--- src/rtl/ysyx_22041207_div_pkg.sv ---
// Shared types and constants for the iterative restoring divider.
package ysyx_22041207_div_pkg;

  localparam int DIV_XLEN   = 64;
  localparam int WORD_ITER  = 32;
  localparam int DWORD_ITER = 64;

  typedef enum logic [1:0] {
    DIV_IDLE = 2'd0,
    DIV_CALC = 2'd1,
    DIV_FIX  = 2'd2,
    DIV_DONE = 2'd3
  } div_state_e;

endpackage

--- src/rtl/ysyx_22041207_div_step.sv ---
// One combinational restoring-division step: shift {rem,quo} left, subtract if it fits.
module ysyx_22041207_div_step
  import ysyx_22041207_div_pkg::*;
#(
  parameter int XLEN = DIV_XLEN
) (
  input  logic [XLEN:0]   rem_i,
  input  logic [XLEN-1:0] quo_i,
  input  logic [XLEN-1:0] divisor_i,
  output logic [XLEN:0]   rem_o,
  output logic [XLEN-1:0] quo_o
);

  logic [XLEN:0] shifted_s;
  logic [XLEN:0] dvs_ext_s;
  logic          fits_s;

  // A set top bit already exceeds any XLEN-bit divisor, so it forces a subtract.
  always_comb begin
    shifted_s = {rem_i[XLEN-1:0], quo_i[XLEN-1]};
    dvs_ext_s = {1'b0, divisor_i};
    fits_s    = rem_i[XLEN] | (shifted_s >= dvs_ext_s);
    if (fits_s) begin
      rem_o = shifted_s - dvs_ext_s;
      quo_o = {quo_i[XLEN-2:0], 1'b1};
    end else begin
      rem_o = shifted_s;
      quo_o = {quo_i[XLEN-2:0], 1'b0};
    end
  end

endmodule

--- src/rtl/ysyx_22041207_div.sv ---
// Iterative radix-2 restoring divider for RISC-V DIV/DIVU/REM/REMU and word variants.
module ysyx_22041207_div
  import ysyx_22041207_div_pkg::*;
#(
  parameter int XLEN = DIV_XLEN
) (
  input  logic            clk,
  input  logic            rst,
  input  logic            div_valid,
  input  logic            flush,
  input  logic            div_signed,
  input  logic            divw,
  input  logic [XLEN-1:0] dividend,
  input  logic [XLEN-1:0] divisor,
  output logic            div_ready,
  output logic            out_valid,
  output logic [XLEN-1:0] quotient,
  output logic [XLEN-1:0] remainder
);

  localparam logic [XLEN-1:0] ONE_X = {{(XLEN-1){1'b0}}, 1'b1};
  localparam logic [XLEN-1:0] MIN_X = {1'b1, {(XLEN-1){1'b0}}};

  function automatic logic [XLEN-1:0] neg(input logic [XLEN-1:0] v);
    return ~v + ONE_X;
  endfunction

  function automatic logic [XLEN-1:0] sext32(input logic [31:0] v);
    return {{(XLEN-32){v[31]}}, v};
  endfunction

  div_state_e      state_q, state_d;
  logic [XLEN:0]   rem_q, rem_d;
  logic [XLEN-1:0] quo_q, quo_d, dvs_q, dvs_d;
  logic [5:0]      cnt_q, cnt_d;
  logic            negq_q, negq_d, negr_q, negr_d, word_q, word_d;
  logic            ready_q, ready_d, valid_q, valid_d;
  logic [XLEN-1:0] quot_q, quot_d, rmd_q, rmd_d;

  logic [XLEN-1:0] a_ext_s, b_ext_s, a_abs_s, b_abs_s;
  logic            a_neg_s, b_neg_s, b_zero_s, ovf_s;
  logic [XLEN-1:0] q_mag_s, q_fix_s, r_fix_s;
  logic [XLEN:0]   step_rem_s;
  logic [XLEN-1:0] step_quo_s;

  ysyx_22041207_div_step #(.XLEN(XLEN)) u_step (
    .rem_i     (rem_q),
    .quo_i     (quo_q),
    .divisor_i (dvs_q),
    .rem_o     (step_rem_s),
    .quo_o     (step_quo_s)
  );

  // Operand preparation: effective-width extension, magnitudes and special-case detection.
  always_comb begin
    if (divw) begin
      a_ext_s = div_signed ? sext32(dividend[31:0]) : {{(XLEN-32){1'b0}}, dividend[31:0]};
      b_ext_s = div_signed ? sext32(divisor[31:0])  : {{(XLEN-32){1'b0}}, divisor[31:0]};
    end else begin
      a_ext_s = dividend;
      b_ext_s = divisor;
    end
    a_neg_s  = div_signed & a_ext_s[XLEN-1];
    b_neg_s  = div_signed & b_ext_s[XLEN-1];
    a_abs_s  = a_neg_s ? neg(a_ext_s) : a_ext_s;
    b_abs_s  = b_neg_s ? neg(b_ext_s) : b_ext_s;
    b_zero_s = (b_ext_s == '0);
    ovf_s    = div_signed & (a_ext_s == (divw ? sext32(32'h8000_0000) : MIN_X)) & (b_ext_s == '1);
  end

  // Sign fix-up of the magnitudes; word results are always sign-extended from bit 31.
  always_comb begin
    q_mag_s = word_q ? {{(XLEN-32){1'b0}}, quo_q[31:0]} : quo_q;
    q_fix_s = negq_q ? neg(q_mag_s) : q_mag_s;
    r_fix_s = negr_q ? neg(rem_q[XLEN-1:0]) : rem_q[XLEN-1:0];
    if (word_q) begin
      q_fix_s = sext32(q_fix_s[31:0]);
      r_fix_s = sext32(r_fix_s[31:0]);
    end else begin
      q_fix_s = q_fix_s;
      r_fix_s = r_fix_s;
    end
  end

  // Next-state and datapath update; flush overrides every state.
  always_comb begin
    state_d = state_q;
    rem_d   = rem_q;
    quo_d   = quo_q;
    dvs_d   = dvs_q;
    cnt_d   = cnt_q;
    negq_d  = negq_q;
    negr_d  = negr_q;
    word_d  = word_q;
    valid_d = 1'b0;
    quot_d  = quot_q;
    rmd_d   = rmd_q;
    if (flush) begin
      state_d = DIV_IDLE;
    end else begin
      case (state_q)
        DIV_IDLE: begin
          if (div_valid) begin
            word_d = divw;
            negq_d = a_neg_s ^ b_neg_s;
            negr_d = a_neg_s;
            dvs_d  = b_abs_s;
            cnt_d  = divw ? 6'(WORD_ITER - 1) : 6'(DWORD_ITER - 1);
            if (b_zero_s) begin
              quo_d   = '1;
              rem_d   = {1'b0, (divw ? sext32(dividend[31:0]) : dividend)};
              state_d = DIV_DONE;
            end else if (ovf_s) begin
              quo_d   = a_ext_s;
              rem_d   = '0;
              state_d = DIV_DONE;
            end else begin
              // Word operands sit in the upper half so 32 shifts consume exactly their bits.
              quo_d   = divw ? {a_abs_s[31:0], {(XLEN-32){1'b0}}} : a_abs_s;
              rem_d   = '0;
              state_d = DIV_CALC;
            end
          end else begin
            state_d = DIV_IDLE;
          end
        end
        DIV_CALC: begin
          rem_d = step_rem_s;
          quo_d = step_quo_s;
          if (cnt_q == 6'd0) begin
            state_d = DIV_FIX;
          end else begin
            cnt_d = cnt_q - 6'd1;
          end
        end
        DIV_FIX: begin
          quo_d   = q_fix_s;
          rem_d   = {1'b0, r_fix_s};
          state_d = DIV_DONE;
        end
        DIV_DONE: begin
          valid_d = 1'b1;
          quot_d  = quo_q;
          rmd_d   = rem_q[XLEN-1:0];
          state_d = DIV_IDLE;
        end
        default: state_d = DIV_IDLE;
      endcase
    end
    ready_d = (state_d == DIV_IDLE);
  end

  // State and datapath registers.
  always_ff @(posedge clk or negedge rst) begin
    if (!rst) begin
      state_q <= DIV_IDLE;
      rem_q   <= '0;
      quo_q   <= '0;
      dvs_q   <= '0;
      cnt_q   <= 6'd0;
      negq_q  <= 1'b0;
      negr_q  <= 1'b0;
      word_q  <= 1'b0;
      ready_q <= 1'b1;
      valid_q <= 1'b0;
      quot_q  <= '0;
      rmd_q   <= '0;
    end else begin
      state_q <= state_d;
      rem_q   <= rem_d;
      quo_q   <= quo_d;
      dvs_q   <= dvs_d;
      cnt_q   <= cnt_d;
      negq_q  <= negq_d;
      negr_q  <= negr_d;
      word_q  <= word_d;
      ready_q <= ready_d;
      valid_q <= valid_d;
      quot_q  <= quot_d;
      rmd_q   <= rmd_d;
    end
  end

  assign div_ready = ready_q;
  assign out_valid = valid_q;
  assign quotient  = quot_q;
  assign remainder = rmd_q;

endmodule

--- config.mk ---
export PLATFORM = sky130hd
export DESIGN_NAME = ysyx_22041207_div
export DESIGN_NICKNAME = d
export VERILOG_FILES = /design/src/rtl/ysyx_22041207_div_pkg.sv /design/src/rtl/ysyx_22041207_div_step.sv /design/src/rtl/ysyx_22041207_div.sv
export SDC_FILE = /design/constraint.sdc
export NUM_CORES = 1
export LEC_CHECK = 0
export CORE_MARGIN = 1.5
export CORE_UTILIZATION = 27
export CTS_CLUSTER_DIAMETER = 100
export CTS_CLUSTER_SIZE = 30
export DETAILED_ROUTE_END_ITERATION = 12
export GPL_ROUTABILITY_DRIVEN = 1
export PLACE_DENSITY = 0.55
export SLEW_MARGIN = 10
export SYNTH_ARGS = -nofsm -noshare
export SYNTH_HDL_FRONTEND = slang
export SYNTH_HIERARCHICAL = 1
export SYNTH_SLANG_ARGS = --single-unit
export TNS_END_PERCENT = 50
--- constraint.sdc ---
create_clock -name clk -period 6.9 [get_ports clk]
set_clock_uncertainty 0.2 [all_clocks]
set_input_delay 1.38 -clock clk [delete_from_list [all_inputs] [get_ports clk]]
set_output_delay 1.38 -clock clk [all_outputs]
set_load 0.01 [all_outputs]
==> results of run 1 <==
[cell usage in the layout, fill, tap and decap left out, types with 16 or more instances in the layout]
master,netlist,final
o211ai_1,21,21
clkbuf_16,0,25
o31ai_1,52,52
o41ai_1,24,24
inv_1,132,132
o21ai_0,318,318
ha_1,75,75
xor2_1,105,105
o21bai_1,20,20
nand3_1,54,54
or2_2,16,16
nor3_1,115,114
nor4_1,61,61
nand2_1,684,684
dfrtp_1,333,332
buf_4,68,53
or4_1,35,35
nor2_1,308,305
a41oi_1,22,22
and3_1,22,22
o22a_1,22,22
clkdlybuf4s50_1,0,261
a221oi_1,48,48
nand2b_1,17,16
xnor2_1,140,140
a21o_1,73,73
a31oi_1,41,41
or3_1,48,48
a21oi_1,263,260
nand4_1,63,63
[registers in the layout, indices dropped and copies added (netlist names)]
signal,cells
rem_q,65
dvs_q,64
quo_q,64
quotient,64
remainder,64
cnt_q,6
state_q,2
div_ready,1
negq_q,1
negr_q,1
out_valid,1
word_q,1
[worst paths after layout]
kind                            depth (start not counted)  slack, ps            end
worst max-delay path                                   15       1610       rem_q[1]
worst min-delay path                                    2        280  remainder[24]
worst max register to register                         15       1610       rem_q[1]
worst min register to register                          2        280  remainder[24]
max in group asynchronous                               2       4690      dvs_q[27]
min in group asynchronous                               1        500   quotient[22]
[layer usage]
| layer | global-route usage, % | vias to the layer above |
|---|---|---|
| met1 | 33.6 | 13777 |
| met4 | 6.16 | 14 |
| met5 | 0 | - |
| li1 | - | 13256 |
| met3 | 3.81 | 147 |
| met2 | 33.9 | 1302 |
[cell families after synthesis]
kind of cell	count (synthesis)	share of synthesized area [%]
simple gates	1496	24.9
xor+xnor	245	7.82
buf+inv	446	7.18
mux	17	0.629
flops	334	30.5
fa+ha+maj	76	3.49
compound gates	1086	25.5
[power by group]
| part | total (W) | internal [W] | switching, W |
|---|---|---|---|
| combinational | 0.00802 | 0.00309 | 0.00493 |
| sequential | 0.00384 | 0.00269 | 0.00115 |
| clock | 0.00182 | 0.000786 | 0.00103 |
| total | 0.0137 | 0.00657 | 0.00711 |
[worst max-delay path: stages (launching register included)]
cell      delay (ps)
dfrtp_1          500
ha_1             460
nand4_1          190
or4_1            610
or4_1            550
nor4_1           620
a21oi_1          170
o21ai_2          140
nor2_2            70
buf_4            250
clkinv_2         380
buf_4            390
a21oi_1          120
a22o_1           210
a211oi_1         200
a21oi_1           60
[metrics by stage]
| stage | utilization, % | worst slack [ps] | total power, W | instances | area, um^2 |
|---|---|---|---|---|---|
| floorplan | - | 2460 | 0.00892 | 3700 | 27400 |
| global placement | 30.7 | 1200 | 0.0117 | 5067 | 30900 |
| detailed placement | 30.7 | 1250 | 0.0117 | 5067 | 30900 |
| CTS | 31.8 | 1680 | 0.0135 | 5113 | 31900 |
| global route | 31.8 | 1350 | 0.0146 | 5116 | 31900 |
| finish | 31.8 | 1610 | 0.0137 | 5117 | 31900 |
[layout make-up]
cell class	count	area, um^2
repair buffers	320	3130
multi-input cells	2920	17200
flip-flops and latches	334	8360
clock inverters	20	398
well taps	1357	1700
diodes	4	10.0
inverters	136	514
clock buffers	26	629
fillers	10924	68500
==> qor.txt, run 1 <==
CP Launch Type -> flop
maximum root-to-sink buffer count -> 3
CP arrival -> 5560 ps
worst vdd ir -> 0.202 mV
core area -> 100000 um^2
Total GRT Usage -> 22.8%
#FFs+latches synth -> 334
CTS tree -> done
GP Congestion -> 0.957
first-pass detailed-route iteration total -> 6
most frequent cell after synthesis -> nand2_1
postcts setup bufs -> 0
f_max -> 0.189 GHz
FF-to-FF Start -> rem_q[10]
routed len/inst -> 23.9 um
Vias -> 28.5k
final hold violations -> 0
Yosys Warn Count -> 6
WHS -> 281 ps
Clock Root Buffer -> clkbuf_16
Worst Tran Pin Value -> 1110 ps
maxcap violations -> 0
Syn-to-layout area delta -> 16.3%
RSZ-0062 raised after global routing -> no
Syn Inst Count -> 3700
largest net degree at the start of global routing -> 148
Final Max Tran Viols -> 0
post-CTS sizing -> 0
met3 routed WL -> 10.3 mm
Die Y -> 322 um
post-route minimum period -> 5290 ps
residual antenna-violating net count after detailed routing -> 0
largest cells by area after synthesis -> dfrtp_1, nand2_1, o21ai_0
PD cells -> 429 nW/um^2
Routed met1 length -> 56.1 mm
Synth Area per Inst -> 7.42 um^2
Starting Density -> 27.3%
CTS Sinks -> 334
WP data required -> 7170 ps
Post-DP HPWL -> 95.3 mm
Via density -> 5.57
global route overflow -> 0
Post-synth top cells -> nand2_1, dfrtp_1, o21ai_0, nor2_1, a21oi_1
port buffer count -> 263
Tightest Hold Check Type -> reg2reg
async set-reset flop share out of synthesis -> 100%
EDFF count, synth -> 0
period utilisation layout -> 76.7%
Leak Pwr -> 13.0 nW
status -> finished, final reports clean
clk slew on worst S/H paths -> 110 ps
register area share after synthesis -> 30.5%
layout cells sized above 1 -> 4.71%
Net Count, Synth -> 3910
CP Launch Point -> rem_q[10]
first-pass GRT wire length -> 180 mm
Die W -> 322 um
Worst Setup End Kind -> flop
Yosys top cell by area -> dfrtp_1
initial antenna violation count -> 12
Top-Level Pins -> 264
DRC viols -> 0
worst setup path class -> reg2reg
area of the mapped netlist -> 27400 um^2
Post-CTS Hold Fix Bufs -> 0
H-Tree Depth -> 1
die area -> 104000 um^2
Site Rows -> 116
final wirelength -> 122 mm
hold path startpoint -> remainder[24]
Slew headroom -> 25.9%
drt initial violations -> 3301
Setup Viol. Count Final -> 0
uppermost layer routed -> met5
Top FF cell, synth -> dfrtp_1
Synth top area share -> 30.4%
clk_lat worst skew -> 620 ps
Setup TNS -> 0 ps
CP max FO -> 36
TritonCTS Buffers -> 25
number of global-route vias before repair -> 26.4k
Synth cell types -> 95
metal2 WL -> 52.4 mm
nets@finish -> 3947
No activity file was read; power rests on OpenSTA's default activity.
==> run 2: changes to the inputs <==
==> constraint.sdc (replaced) <==
create_clock -name clk -period 5.1 [get_ports clk]
set_clock_uncertainty 0.2 [all_clocks]
set_input_delay 1.02 -clock clk [delete_from_list [all_inputs] [get_ports clk]]
set_output_delay 1.02 -clock clk [all_outputs]
set_load 0.01 [all_outputs]
==> qor.txt, run 2 (synthesis results as in run 1) <==
Clock Root Buffer -> clkbuf_16 (unchanged)
combinational power share -> 61.1% (was 58.6%)
WHS -> 217 ps (was 281 ps)
f_max -> 0.210 GHz (was 0.189 GHz)
Vias -> 29.3k (was 28.5k)
residual antenna-violating net count after detailed routing -> 0 (unchanged)
Via density -> 5.58 (was 5.57)
CTS Sinks -> 334 (unchanged)
cell mode on critical path -> a21oi_1 (unchanged)
Slew headroom -> 21.2% (was 25.9%)
layout cells sized above 1 -> 7.93% (was 4.71%)
Final WS setup -> 348 ps (was 1610 ps)
Top-Level Pins -> 264 (unchanged)
postcts setup bufs -> 0 (unchanged)
Syn-to-layout area delta -> 19.9% (was 16.3%)
TritonCTS Buffers -> 23 (was 25)
CTS tree -> done (unchanged)
Psw -> 0.00969 W (was 0.00711 W)
Clock power frac -> 12.0% (was 13.3%)
post-route minimum period -> 4750 ps (was 5290 ps)
final cell count without fillers -> 5248 (was 5117)
GP Congestion -> 0.988 (was 0.957)
Worst Setup End Kind -> flop (unchanged)
sequential power share -> 26.9% (was 28.1%)
Total GRT Usage -> 23.3% (was 22.8%)
nets@finish -> 4080 (was 3947)
WP data required -> 5440 ps (was 7170 ps)
largest net degree at the start of global routing -> 139 (was 148)
commonest non-fill, non-tap cell in the layout -> nand2_1 (unchanged)
PD cells -> 572 nW/um^2 (was 429 nW/um^2)
Post-CTS Hold Fix Bufs -> 0 (unchanged)
Final Max Tran Viols -> 0 (unchanged)
Setup Viol. Count Final -> 0 (unchanged)
period utilisation layout -> 93.2% (was 76.7%)
Post-DP HPWL -> 98.7 mm (was 95.3 mm)
final hold violations -> 0 (unchanged)
worst slack at placement -> -8.03 ps (was 1250 ps)
first-pass GRT wire length -> 184 mm (was 180 mm)
post-CTS sizing -> 0 (unchanged)
RSZ-0062 raised after global routing -> no (unchanged)
initial antenna violation count -> 13 (was 12)
CP arrival -> 5090 ps (was 5560 ps)
Die W -> 322 um (unchanged)
Leak Pwr -> 13.7 nW (was 13.0 nW)
routed len/inst -> 23.9 um (about the same)
Tightest Hold Check Type -> in2async (was reg2reg)
Site Rows -> 116 (unchanged)
total power -> 0.0188 W (was 0.0137 W)
CP Launch Type -> flop (unchanged)
internal power -> 0.00913 W (was 0.00657 W)
drt initial violations -> 3429 (was 3301)
clk slew on worst S/H paths -> 120 ps (was 110 ps)
Crit-path slowest cell -> or4_1 (was nor4_1)
FILL cells -> 10.9k (about the same)
worst setup path class -> reg2reg (unchanged)
CP peak stage delay -> 620 ps (about the same)
most frequent cells in the layout -> nand2_1, dfrtp_1, o21ai_0, nor2_1, clkdlybuf4s50_1 (unchanged)
number of flip-flops in the largest register -> 65 (unchanged)
DRC viols -> 0 (unchanged)
CP max FO -> 29 (was 36)
number of global-route vias before repair -> 27.1k (was 26.4k)
Starting Density -> 27.3% (unchanged)
maxcap violations -> 0 (unchanged)
first-pass detailed-route iteration total -> 6 (unchanged)
clk_lat worst skew -> 610 ps (was 620 ps)
Worst Tran Pin Value -> 1180 ps (was 1110 ps)
worst vdd ir -> 0.354 mV (was 0.202 mV)
maximum root-to-sink buffer count -> 3 (unchanged)
final wirelength -> 125 mm (was 122 mm)
global route overflow -> 0 (unchanged)
status -> finished, final reports clean (unchanged)
Most flops, register -> rem_q (unchanged)
H-Tree Depth -> 1 (unchanged)
port buffer count -> 263 (unchanged)
Inst Count DP -> 5202 (was 5067)
critical path, cell by cell -> ha_1 > nand4_1 > or4_1 > or4_1 > nor4_1 > buf_4 > a21oi_1 > o21ai_2 > nor2_2 > clkinv_2 > buf_4 > nor2_1 > a21oi_1 > a221oi_1 > a21oi_1 > o21a_1 (was ha_1 > nand4_1 > or4_1 > or4_1 > nor4_1 > a21oi_1 > o21ai_2 > nor2_2 > buf_4 > clkinv_2 > buf_4 > a21oi_1 > a22o_1 > a211oi_1 > a21oi_1)
core area -> 100000 um^2 (unchanged)
Die Y -> 322 um (unchanged)
sw frac -> 51.5% (was 52.0%)
Setup TNS -> 0 ps (unchanged)
die area -> 104000 um^2 (unchanged)
[run 2: changes by cell type in the layout (fill, tap and decap cells not counted), sizes merged]
cell / delta
clkinv: -2
clkinvlp: +1
clkbuf: -3
inv: -1
diode: +1
buf: +135
[run 2: power by group through the flow]
| stage | logic, W | registers [W] | clock network (W) |
|---|---|---|---|
| CTS | 0.0112 | 0.00502 | 0.00231 |
| global placement | 0.0112 | 0.00506 | 0 |
| floorplan | 0.00737 | 0.00471 | 0 |
| global route | 0.0124 | 0.00519 | 0.00240 |
| detailed placement | 0.0112 | 0.00507 | 0 |
| finish | 0.0115 | 0.00506 | 0.00226 |
[run 2: metal layers]
| metal | global-route usage, % | up-vias | part of all wire [%] |
|---|---|---|---|
| li1 | - | 13544 | - |
| met2 | 34.7 | 1433 | 43 |
| met3 | 4.33 | 171 | 9.5 |
| met5 | 0 | - | 0.080 |
| met1 | 33.7 | 14113 | 45 |
| met4 | 7.63 | 16 | 3.4 |
[run 2: area by class of cell]
type	instances	area, um^2	area share [%]
multi-input combinational	2920	17200	52.2
timing repair buffer	455	4250	12.9
antenna	5	12.5	0.0380
clock inverter	18	317	0.962
inverter	136	514	1.56
sequential	334	8360	25.4
clock buffer	23	576	1.75
tap	1357	1700	5.16
[run 2: worst paths after layout]
kind,slack [ps],endpoint,depth (start not counted),start
max,350,rem_q[31],16,rem_q[9]
min,220,quotient[14],1,rst
min in group clk,280,quotient[22],2,quotient[22]
max reg2reg,350,rem_q[31],16,rem_q[9]
max in group asynchronous,3360,div_ready,2,rst
min reg2reg,280,quotient[22],2,quotient[22]
[run 2: through the flow]
step	utilization, %	area [um^2]
detailed placement	31.9	32000
finish	32.8	32900
global route	32.8	32900
global placement	31.9	32000
floorplan	-	27400
CTS	32.7	32900
[run 2: worst max-delay path: cells and delay by family, from the launching register on]
| kind | cells | cell delay, ps |
|---|---|---|
| AND/OR/NAND/NOR | 6 | 1840 |
| adder cells (fa/ha/maj) | 1 | 460 |
| AO/OA/AOI/OAI | 6 | 870 |
| buffers and inverters | 3 | 780 |
| flip-flops | 1 | 530 |
